[config.mk]
export PLATFORM = sky130hd
export DESIGN_NAME = execute_muldiv_flat
export DESIGN_NICKNAME = d
export VERILOG_FILES = /design/src/rtl/execute_muldiv_if.sv /design/src/rtl/execute_muldiv.sv /design/src/flat_wrapper.sv
export SDC_FILE = /design/constraint.sdc
export NUM_CORES = 2
export LEC_CHECK = 0
export BUFFER_PORTS_ARGS = -buffer_cell sky130_fd_sc_hd__buf_2
export CAP_MARGIN = 25
export CELL_PAD_IN_SITES_DETAIL_PLACEMENT = 1
export CELL_PAD_IN_SITES_GLOBAL_PLACEMENT = 2
export CORE_UTILIZATION = 30
export CTS_BUF_LIST = sky130_fd_sc_hd__clkbuf_16
export CTS_CLUSTER_SIZE = 12
export DETAILED_ROUTE_END_ITERATION = 7
export GPL_TIMING_DRIVEN = 0
export HOLD_SLACK_MARGIN = 0.08
export PLACE_DENSITY_LB_ADDON = 0.1
export SLEW_MARGIN = 20
export SYNTH_ARGS = -nofsm -noshare
export SYNTH_HDL_FRONTEND = slang
export SYNTH_SLANG_ARGS = --single-unit
[constraint.sdc]
create_clock -name clk -period 7.85 [get_ports clk]
set_clock_uncertainty 0.2 [all_clocks]
set_input_delay 0.785 -clock clk [delete_from_list [all_inputs] [get_ports clk]]
set_output_delay 0.785 -clock clk [all_outputs]
set_load 0.05 [all_outputs]
[src/rtl/execute_muldiv_if.sv]
// Request/response bundle between the ID/EX register and the M-extension unit.
// The master side drives the decoded M-op, the slave side returns ready/busy and results.
interface execute_muldiv_if #(
    parameter int XLEN = 32,
    parameter int RD_W = 5
);
    logic            valid_in;
    logic [4:0]      alu_control;
    logic [XLEN-1:0] op_a;
    logic [XLEN-1:0] op_b;
    logic [RD_W-1:0] rd_in;
    logic            flush;
    logic            ready;
    logic            busy;
    logic [XLEN-1:0] result;
    logic [RD_W-1:0] result_rd;
    logic            result_valid;

    modport master (
        output valid_in, alu_control, op_a, op_b, rd_in, flush,
        input  ready, busy, result, result_rd, result_valid
    );

    modport slave (
        input  valid_in, alu_control, op_a, op_b, rd_in, flush,
        output ready, busy, result, result_rd, result_valid
    );
endinterface

[src/rtl/execute_muldiv.sv]
// RV32 M-extension execute unit: registered multiply, iterative radix-2 restoring divide.
// Latency: MUL*/fast-path div 1 cycle, normal DIV*/REM* 34 cycles (32 iterations + sign fix + done).
// Backpressure: none downstream; ready low and busy high while a divide iterates.
module execute_muldiv #(
    parameter int XLEN = 32,
    parameter int RD_W = 5
) (
    input  logic             clk,
    input  logic             rst,
    execute_muldiv_if.slave  mif
);
    localparam int CNT_W = $clog2(XLEN);
    localparam logic [CNT_W-1:0] CNT_LAST = CNT_W'(XLEN - 1);

    typedef enum logic [1:0] {S_IDLE, S_DIV, S_FIX, S_DONE} state_t;

    state_t          state;
    logic [CNT_W-1:0] cnt;
    logic [XLEN-1:0] quo_r;
    logic [XLEN-1:0] rem_r;
    logic [XLEN-1:0] dvsr_r;
    logic            is_rem_r;
    logic            neg_q_r;
    logic            neg_r_r;
    logic [RD_W-1:0] rd_r;
    logic [XLEN-1:0] result_r;
    logic [RD_W-1:0] result_rd_r;
    logic            result_valid_r;

    logic ready_c;
    assign ready_c          = (state == S_IDLE) || (state == S_DONE);
    assign mif.ready        = ready_c;
    assign mif.busy         = (state == S_DIV) || (state == S_FIX);
    assign mif.result       = result_r;
    assign mif.result_rd    = result_rd_r;
    assign mif.result_valid = result_valid_r;

    // Decode: 10xxx is an M-op; bit 2 selects divide, bit 1 remainder, bit 0 unsigned divide.
    logic is_mop, is_div, is_rem, div_signed, accept;
    assign is_mop     = (mif.alu_control[4:3] == 2'b10);
    assign is_div     = mif.alu_control[2];
    assign is_rem     = mif.alu_control[1];
    assign div_signed = ~mif.alu_control[0];
    assign accept     = mif.valid_in & ready_c & is_mop & ~mif.flush;

    // Sign-extending both operands to 2*XLEN gives the low 2*XLEN bits of the 33x33 signed product.
    logic            mul_a_sgn, mul_b_sgn;
    logic [2*XLEN-1:0] mul_a, mul_b, prod;
    logic [XLEN-1:0] mul_res;
    assign mul_a_sgn = (mif.alu_control[1:0] == 2'b01) || (mif.alu_control[1:0] == 2'b10);
    assign mul_b_sgn = (mif.alu_control[1:0] == 2'b01);
    assign mul_a     = {{XLEN{mul_a_sgn & mif.op_a[XLEN-1]}}, mif.op_a};
    assign mul_b     = {{XLEN{mul_b_sgn & mif.op_b[XLEN-1]}}, mif.op_b};
    assign prod      = mul_a * mul_b;
    assign mul_res   = (mif.alu_control[1:0] == 2'b00) ? prod[XLEN-1:0] : prod[2*XLEN-1:XLEN];

    logic            a_neg, b_neg, div_zero, div_ovf;
    logic [XLEN-1:0] abs_a, abs_b, fast_res;
    assign a_neg    = div_signed & mif.op_a[XLEN-1];
    assign b_neg    = div_signed & mif.op_b[XLEN-1];
    assign abs_a    = a_neg ? -mif.op_a : mif.op_a;
    assign abs_b    = b_neg ? -mif.op_b : mif.op_b;
    assign div_zero = (mif.op_b == '0);
    assign div_ovf  = div_signed && (mif.op_a == {1'b1, {(XLEN-1){1'b0}}}) && (mif.op_b == '1);

    always_comb begin
        fast_res = '0;
        if (div_zero)
            fast_res = is_rem ? mif.op_a : '1;
        else if (div_ovf)
            fast_res = is_rem ? '0 : {1'b1, {(XLEN-1){1'b0}}};
    end

    // One restoring step: shift the next dividend bit into the partial remainder and try to subtract.
    logic [XLEN:0]   rem_sh, diff;
    logic [XLEN-1:0] rem_nxt, quo_nxt, fix_res;
    assign rem_sh  = {rem_r, quo_r[XLEN-1]};
    assign diff    = rem_sh - {1'b0, dvsr_r};
    assign rem_nxt = diff[XLEN] ? rem_sh[XLEN-1:0] : diff[XLEN-1:0];
    assign quo_nxt = {quo_r[XLEN-2:0], ~diff[XLEN]};
    assign fix_res = is_rem_r ? (neg_r_r ? -rem_r : rem_r) : (neg_q_r ? -quo_r : quo_r);

    always_ff @(posedge clk or negedge rst) begin
        if (!rst) begin
            state          <= S_IDLE;
            cnt            <= '0;
            quo_r          <= '0;
            rem_r          <= '0;
            dvsr_r         <= '0;
            is_rem_r       <= 1'b0;
            neg_q_r        <= 1'b0;
            neg_r_r        <= 1'b0;
            rd_r           <= '0;
            result_r       <= '0;
            result_rd_r    <= '0;
            result_valid_r <= 1'b0;
        end else begin
            result_valid_r <= 1'b0;
            if (mif.flush) begin
                state <= S_IDLE;
                cnt   <= '0;
            end else begin
                case (state)
                    S_IDLE, S_DONE: begin
                        state <= S_IDLE;
                        if (accept) begin
                            if (!is_div || div_zero || div_ovf) begin
                                result_r       <= is_div ? fast_res : mul_res;
                                result_rd_r    <= mif.rd_in;
                                result_valid_r <= 1'b1;
                                state          <= S_DONE;
                            end else begin
                                quo_r    <= abs_a;
                                rem_r    <= '0;
                                dvsr_r   <= abs_b;
                                is_rem_r <= is_rem;
                                neg_q_r  <= a_neg ^ b_neg;
                                neg_r_r  <= a_neg;
                                rd_r     <= mif.rd_in;
                                cnt      <= '0;
                                state    <= S_DIV;
                            end
                        end
                    end
                    S_DIV: begin
                        quo_r <= quo_nxt;
                        rem_r <= rem_nxt;
                        cnt   <= cnt + 1'b1;
                        if (cnt == CNT_LAST)
                            state <= S_FIX;
                    end
                    S_FIX: begin
                        result_r       <= fix_res;
                        result_rd_r    <= rd_r;
                        result_valid_r <= 1'b1;
                        cnt            <= '0;
                        state          <= S_DONE;
                    end
                    default: state <= S_IDLE;
                endcase
            end
        end
    end
endmodule

[src/flat_wrapper.sv]
// flat-port wrapper written by rule: the top's interface ports become plain ports
module execute_muldiv_flat 
#(
    parameter int XLEN = 32,
    parameter int RD_W = 5
)
  (clk, rst, mif_valid_in, mif_alu_control, mif_op_a, mif_op_b, mif_rd_in, mif_flush, mif_ready, mif_busy, mif_result, mif_result_rd, mif_result_valid);
  execute_muldiv_if #(.XLEN(XLEN), .RD_W(RD_W)) mif_i ();
  input  logic clk;
  input  logic rst;
  input wire logic [$bits(mif_i.valid_in)-1:0] mif_valid_in;
  input wire logic [$bits(mif_i.alu_control)-1:0] mif_alu_control;
  input wire logic [$bits(mif_i.op_a)-1:0] mif_op_a;
  input wire logic [$bits(mif_i.op_b)-1:0] mif_op_b;
  input wire logic [$bits(mif_i.rd_in)-1:0] mif_rd_in;
  input wire logic [$bits(mif_i.flush)-1:0] mif_flush;
  output wire logic [$bits(mif_i.ready)-1:0] mif_ready;
  output wire logic [$bits(mif_i.busy)-1:0] mif_busy;
  output wire logic [$bits(mif_i.result)-1:0] mif_result;
  output wire logic [$bits(mif_i.result_rd)-1:0] mif_result_rd;
  output wire logic [$bits(mif_i.result_valid)-1:0] mif_result_valid;
  assign mif_i.valid_in = mif_valid_in;
  assign mif_i.alu_control = mif_alu_control;
  assign mif_i.op_a = mif_op_a;
  assign mif_i.op_b = mif_op_b;
  assign mif_i.rd_in = mif_rd_in;
  assign mif_i.flush = mif_flush;
  assign mif_ready = mif_i.ready;
  assign mif_busy = mif_i.busy;
  assign mif_result = mif_i.result;
  assign mif_result_rd = mif_i.result_rd;
  assign mif_result_valid = mif_i.result_valid;
  execute_muldiv #(.XLEN(XLEN), .RD_W(RD_W)) u_core (.clk(clk), .rst(rst), .mif(mif_i));
endmodule
## Word-level counts from Yosys, hierarchy flattened

Cells that the tools add are included.

- $add $sub $neg: 6
- Reduce and logical (&&, ||, !) cells: 18
- Bitwise operators: 12
- Equality and inequality tests: 15
- Multiply operators: 1
- Multiplexer cells: 37

Operators with widths:

| operator | number |
|---|---|
| 2-to-1 mux 32 bit | 18 |
| case mux 32 bit (2 select lines) | 3 |
| negator 32 bit | 4 |
| == test 32 bit, second input constant | 2 |
| multiplier 33 x 33 -> 64 bit | 1 |
| subtractor 33 x 32 -> 33 bit | 1 |
| zero test 32 bit | 1 |
| 2-to-1 mux 5 bit | 5 |
| case mux 5 bit (3 select lines) | 1 |
| AND reduction 4 bit | 3 |
| case mux 5 bit (2 select lines) | 1 |
| == test 2 bit, second input constant | 4 |
| 2-to-1 mux 2 bit | 4 |
| AND 1 bit | 7 |
| inequality test 3 bit, second input constant | 2 |
| case mux 2 bit (3 select lines) | 1 |
| adder 5 x 1 -> 5 bit, second input constant | 1 |
| == test 5 bit, second input constant | 1 |
| logical OR 1 bit | 5 |
| == test 2 x 1 -> 1 bit, second input constant | 2 |
| zero test 2 bit | 2 |
| inequality test 2 x 1 -> 1 bit, second input constant | 2 |
| NOT 1 bit | 4 |
| nonzero test 2 bit | 2 |
| other kinds (9) | 12 |

- Register bits: 149
- Output and inout bits: 40
- Input port bits: 78

## Depth between registers and ports, before layout

- Depth in word-level cells: 9
- Gate-level depth with buffers: 33

## Least setup slack after synthesis

Ideal clock, no wire load.

- Path kind: input port to flip-flop
- From: input mif_alu_control[1]
- To: register u_core.result_r[28] (netlist: u_core.mif.result[28])
- Stages: 31
- Path slack: -1503 ps
- Arrival: 9028 ps
- Data required time: 7524 ps
- Buffers on the path: 3
- Cell sequence: inv_1 > clkbuf_1 > ha_1 > and2_1 > clkbuf_1 > nand2_1 > inv_1 > fa_1 > inv_1 > fa_1 > inv_1 > fa_1 > fa_1 > inv_1 > fa_1 > inv_1 > fa_1 > inv_1 > fa_1 > fa_1 > inv_1 > ha_1 > clkbuf_1 > nand4_1 > or4_1 > or2_2 > o221ai_1 > o22ai_1 > xnor2_1 > a221oi_1 > nor2_1

- Word-level cells in the longest chain between the ends: 9
- Elaborated cells on any way between the ends: 14

Ends and longest elaborated chain:

| element | RTL line | text |
|---|---|---|
| start: declaration | flat_wrapper.sv:12 | `input wire logic [$bits(mif_i.alu_control)-1:0] mif_alu_control;` |
| == test 2 x 1 -> 1 bit or == test 2 bit (tied branches) | execute_muldiv.sv:50, execute_muldiv.sv:51 |  |
| logical OR 1 bit | execute_muldiv.sv:50 | `assign mul_a_sgn = (mif.alu_control[1:0] == 2'b01) \|\| (mif.alu_control[1:0] == 2'b10);` |
| AND 1 bit | execute_muldiv.sv:52 | `assign mul_a = {{XLEN{mul_a_sgn & mif.op_a[XLEN-1]}}, mif.op_a};` |
| multiplier 33 x 33 -> 64 bit | execute_muldiv.sv:54 | `assign prod = mul_a * mul_b;` |
| 2-to-1 mux 32 bit | execute_muldiv.sv:55 | `assign mul_res = (mif.alu_control[1:0] == 2'b00) ? prod[XLEN-1:0] : prod[2*XLEN-1:XLEN];` |
| 2-to-1 mux 32 bit * | execute_muldiv.sv:108 | `result_r <= is_div ? fast_res : mul_res;` |
| 2-to-1 mux 32 bit * | execute_muldiv.sv:107 | `if (!is_div \|\| div_zero \|\| div_ovf) begin` |
| 2-to-1 mux 32 bit * | execute_muldiv.sv:106 | `if (accept) begin` |
| case mux 32 bit (2 select lines) * | execute_muldiv.sv:103 | `case (state)` |
| end signal: assignment | execute_muldiv.sv:108 |  |
| end signal: assignment | execute_muldiv.sv:133 | `result_r <= fix_res;` |
| end: declaration | execute_muldiv.sv:26 | `logic [XLEN-1:0] result_r;` |

Every way passes the cells marked *; elsewhere a longest branch is shown, timed or not. The select of a mux whose other input is x is not followed.
A chain may end at the register's enable or synchronous reset.

## Worst setup path in the final report

- From: input mif_op_a[31]
- To: register u_core.result_r[30] (netlist: u_core.mif.result[30])

- Word-level cells in the longest chain between the ends: 9
- Elaborated cells on any way between the ends: 15

Ends and longest elaborated chain:

| element | RTL line | text |
|---|---|---|
| start: declaration | flat_wrapper.sv:13 | `input wire logic [$bits(mif_i.op_a)-1:0] mif_op_a;` |
| parallel branches: the longest is 9 deep, another holds multiplier 33 x 33 -> 64 bit | n/a |  |

Several ways; the timed one is not identified. The select of a mux whose other input is x is not followed.

==> metrics.yaml <==
timing:
  fin_crit_sh_pct: 112
  rsz0062_at_grt: "yes"
  tightestPinTransition_ps: 1150
  setup_ws_ps: -959
  max_freq_ghz: 0.114
  post-route-min-period_ps: 8810
  hold_viol: 0
  max_slew_margin_pct: 23.3
  final_max_slew_viol_count: 0
  whs_ps: 64.5
  setup_violations: 31
setup_path:
  r2r-start: "u_core.quo_r[31]"
  critical_path_class: "in -> reg"
  worstPathArrival_ps: 8990
  crit_required_ps: 8030
  worst_path_max_delay_cell: "fa_2"
  endpoint_kind: "register"
  crit_start: "mif_op_a[31]"
  crit_path_max_fanout: 10
  cp-start-kind: "input port"
  crit_path_max_incr_delay_ps: 690
routing:
  drt-wirelength-per-cell_um: 30.4
  routed-via-count: 43400
  wl_mm: 256
  drt_first_pass_iters: 7
  via_per_inst: 5.16
  drc: 0
  drt_iter0_markers: 3315
  drtAntennaViolNets: 0
die:
  core.rowCount: 149
  die_h_um: 411
  die_w_um: 411
  die_area_um2: 169000
  design.core.area_um2: 166000
  start_util_pct: 30.4
  boundaryPins: 118
grt:
  grt_start_max_net_pins: 82
  grt_first_pass_wirelength_mm: 357
  grt_use_total_pct: 30.1
  antenna_found_initial: 34
  grt_pass1_vias: 46800
  grt-ovfl-total: 0
yosys:
  synth_top_area_share_pct: 44.9
  yosysSeqAreaShare_pct: 7.42
  ys_warn_count: 0
  ys_seq_elements: 149
  ys_async_sr_fraction_pct: 100
  synth_edf_count: 0
  synth_top_flop_cell: "dfrtp_1"
  syn_area_per_cell_um2: 8.53
  synth_area_um2: 50200
  synth_cells: 5891
  synth_area_leader_cell: "fa_1"
  ys_types: 70
  syn_nets: 7350
  synth_area_leaders: "fa_1 45%, inv_1 9.4%, nand2_1 7.6%"
layout:
  syn_to_final_growth_pct: 21.2
  final_cells: 8416
  drive_gt1_share_pct: 16.0
  nNetsFinal: 7664
placed_design:
  port_buffers: 77
  hpwl_mm: 211
  gp_congestion: 0.918
  placed_cells: 8184
clock_tree:
  clk_root_buffer_cell: "clkbuf_16"
  clk_path_buf_depth: 2
  cts_tree: "yes"
  cts.sinks: 149
  clk_latency_ps: 450
  clkTransAtPathRegs_ps: 80
  cts_made_buffers: 17
  cts.htree.levels: 4
  hold_buffers: 0
min_path:
  min_path_type: "in -> async"
outcome:
  failed_checks: "negative setup slack"
  status: "finished with violations"
job:
  maxCapViolCount: 0
[critical path, delay by kind of cell]
| kind | cells | cell delay (ps) |
|---|---|---|
| simple gates | 5 | 1570 |
| buf+inv | 9 | 1300 |
| fa+ha+maj | 9 | 4580 |
| compound gates | 3 | 730 |
[routing by layer]
metal  track usage (%)  up-vias  part of all wire (%)
li1                  -    18400                     -
met1              40.5    23500                    43
met2              50.3     1241                    48
met3              3.12      283                   5.5
met4              10.4        4                   4.1
met5                 0        -                 0.013
[timing repair]
action,CTS,global route
endpoints found under the setup margin,32,32
gates resized for setup,758,436
buffers inserted,109,103
pin swaps,116,165
cloned,3,9
endpoints found under the hold margin,0,0
[through the flow]
step	setup TNS (ps)	utilization, %	worst slack [ps]	area [um^2]
after global placement	-100620	32.5	-4250	53800
after floorplan	-9130	-	-855	50700
after CTS	-20320	35.4	-1010	58600
final	-18130	36.8	-959	60900
after detailed placement	-86910	32.8	-3160	54400
after global routing	-22200	36.8	-1100	60900
[layout make-up]
type	instances	area, um^2
Clock inverter	15	208
Inverter	1264	4800
Buffer	348	3430
Timing Repair Buffer	322	3130
Sequential cell	149	3730
Tap cell	2189	2740
Clock buffer	17	425
Multi-Input combinational cell	4103	42400
Fill cell	19200	105000
Antenna cell	9	22.5
[Yosys cell counts (all sizes together), types with 24 or more instances]
cell type and n:
a31oi 24, o31ai 30, a21o 53, a21oi 189, a211oi 26, and3 27
ha 255, xor2 83, inv 1264, nor3 47, buf 67, nor2 195
mux2i 39, clkbuf 308, nand2b 24, xnor2 121, dfrtp 149, nand2 1021
fa 1126, o21ai 235, and2 259, nand4 34, nand3 28
[cells in the final DEF (no fill, tap or decap), types with 43 or more instances in the layout]
master and n:
inv_1 1202, fa_1 1068, nand2_1 988, and2_1 254, ha_1 214, buf_4 198, o21ai_0 197, nor2_1 178
a21oi_1 158, dfrtp_1 149, xnor2_1 109, clkbuf_1 84, buf_2 80, xor2_1 77, buf_6 60, fa_2 58
a21o_1 52, clkbuf_16 50, buf_12 48, inv_2 45, buf_8 43
[cells by family (layout without fill, tap and decap cells)]
logic type | after synthesis | count (layout) | synth area share [%]
XOR/XNOR | 204 | 204 | 3.56
AND/OR/NAND/NOR | 1758 | 1758 | 15.9
adder cells (fa/ha/maj) | 1381 | 1381 | 51.2
AO/OA/AOI/OAI | 721 | 721 | 8.91
buffers and inverters | 1639 | 1966 | 12.3
flip-flops | 149 | 149 | 7.42
multiplexers | 39 | 39 | 0.777
other | 0 | 9 | 0
[sequential cells by signal (all words and copies together), names as in the netlist]
signal,cells
u_core.is_rem_r,1
u_core.neg_q_r,1
u_core.rd_r,5
u_core.neg_r_r,1
u_core.mif.result_valid,1
u_core.state,2
u_core.quo_r,32
u_core.mif.result_rd,5
u_core.rem_r,32
u_core.dvsr_r,32
u_core.mif.result,32
u_core.cnt,5
[final timing paths]
check / to / slack (ps) / cells after the start
worst max-delay path: u_core.mif.result[30] / -960 / 26
worst min-delay path: u_core.dvsr_r[14] / 60 / 1
worst max register to register: u_core.rem_r[26] / 2860 / 14
worst min register to register: u_core.rd_r[1] / 290 / 2
max in group asynchronous: u_core.mif.result[15] / 6450 / 2
min in group clk: u_core.rd_r[1] / 290 / 2
Power is left out: the tool's default activity adds up to more than one toggle a clock period on the data nets, which glitch-free logic cannot reach.
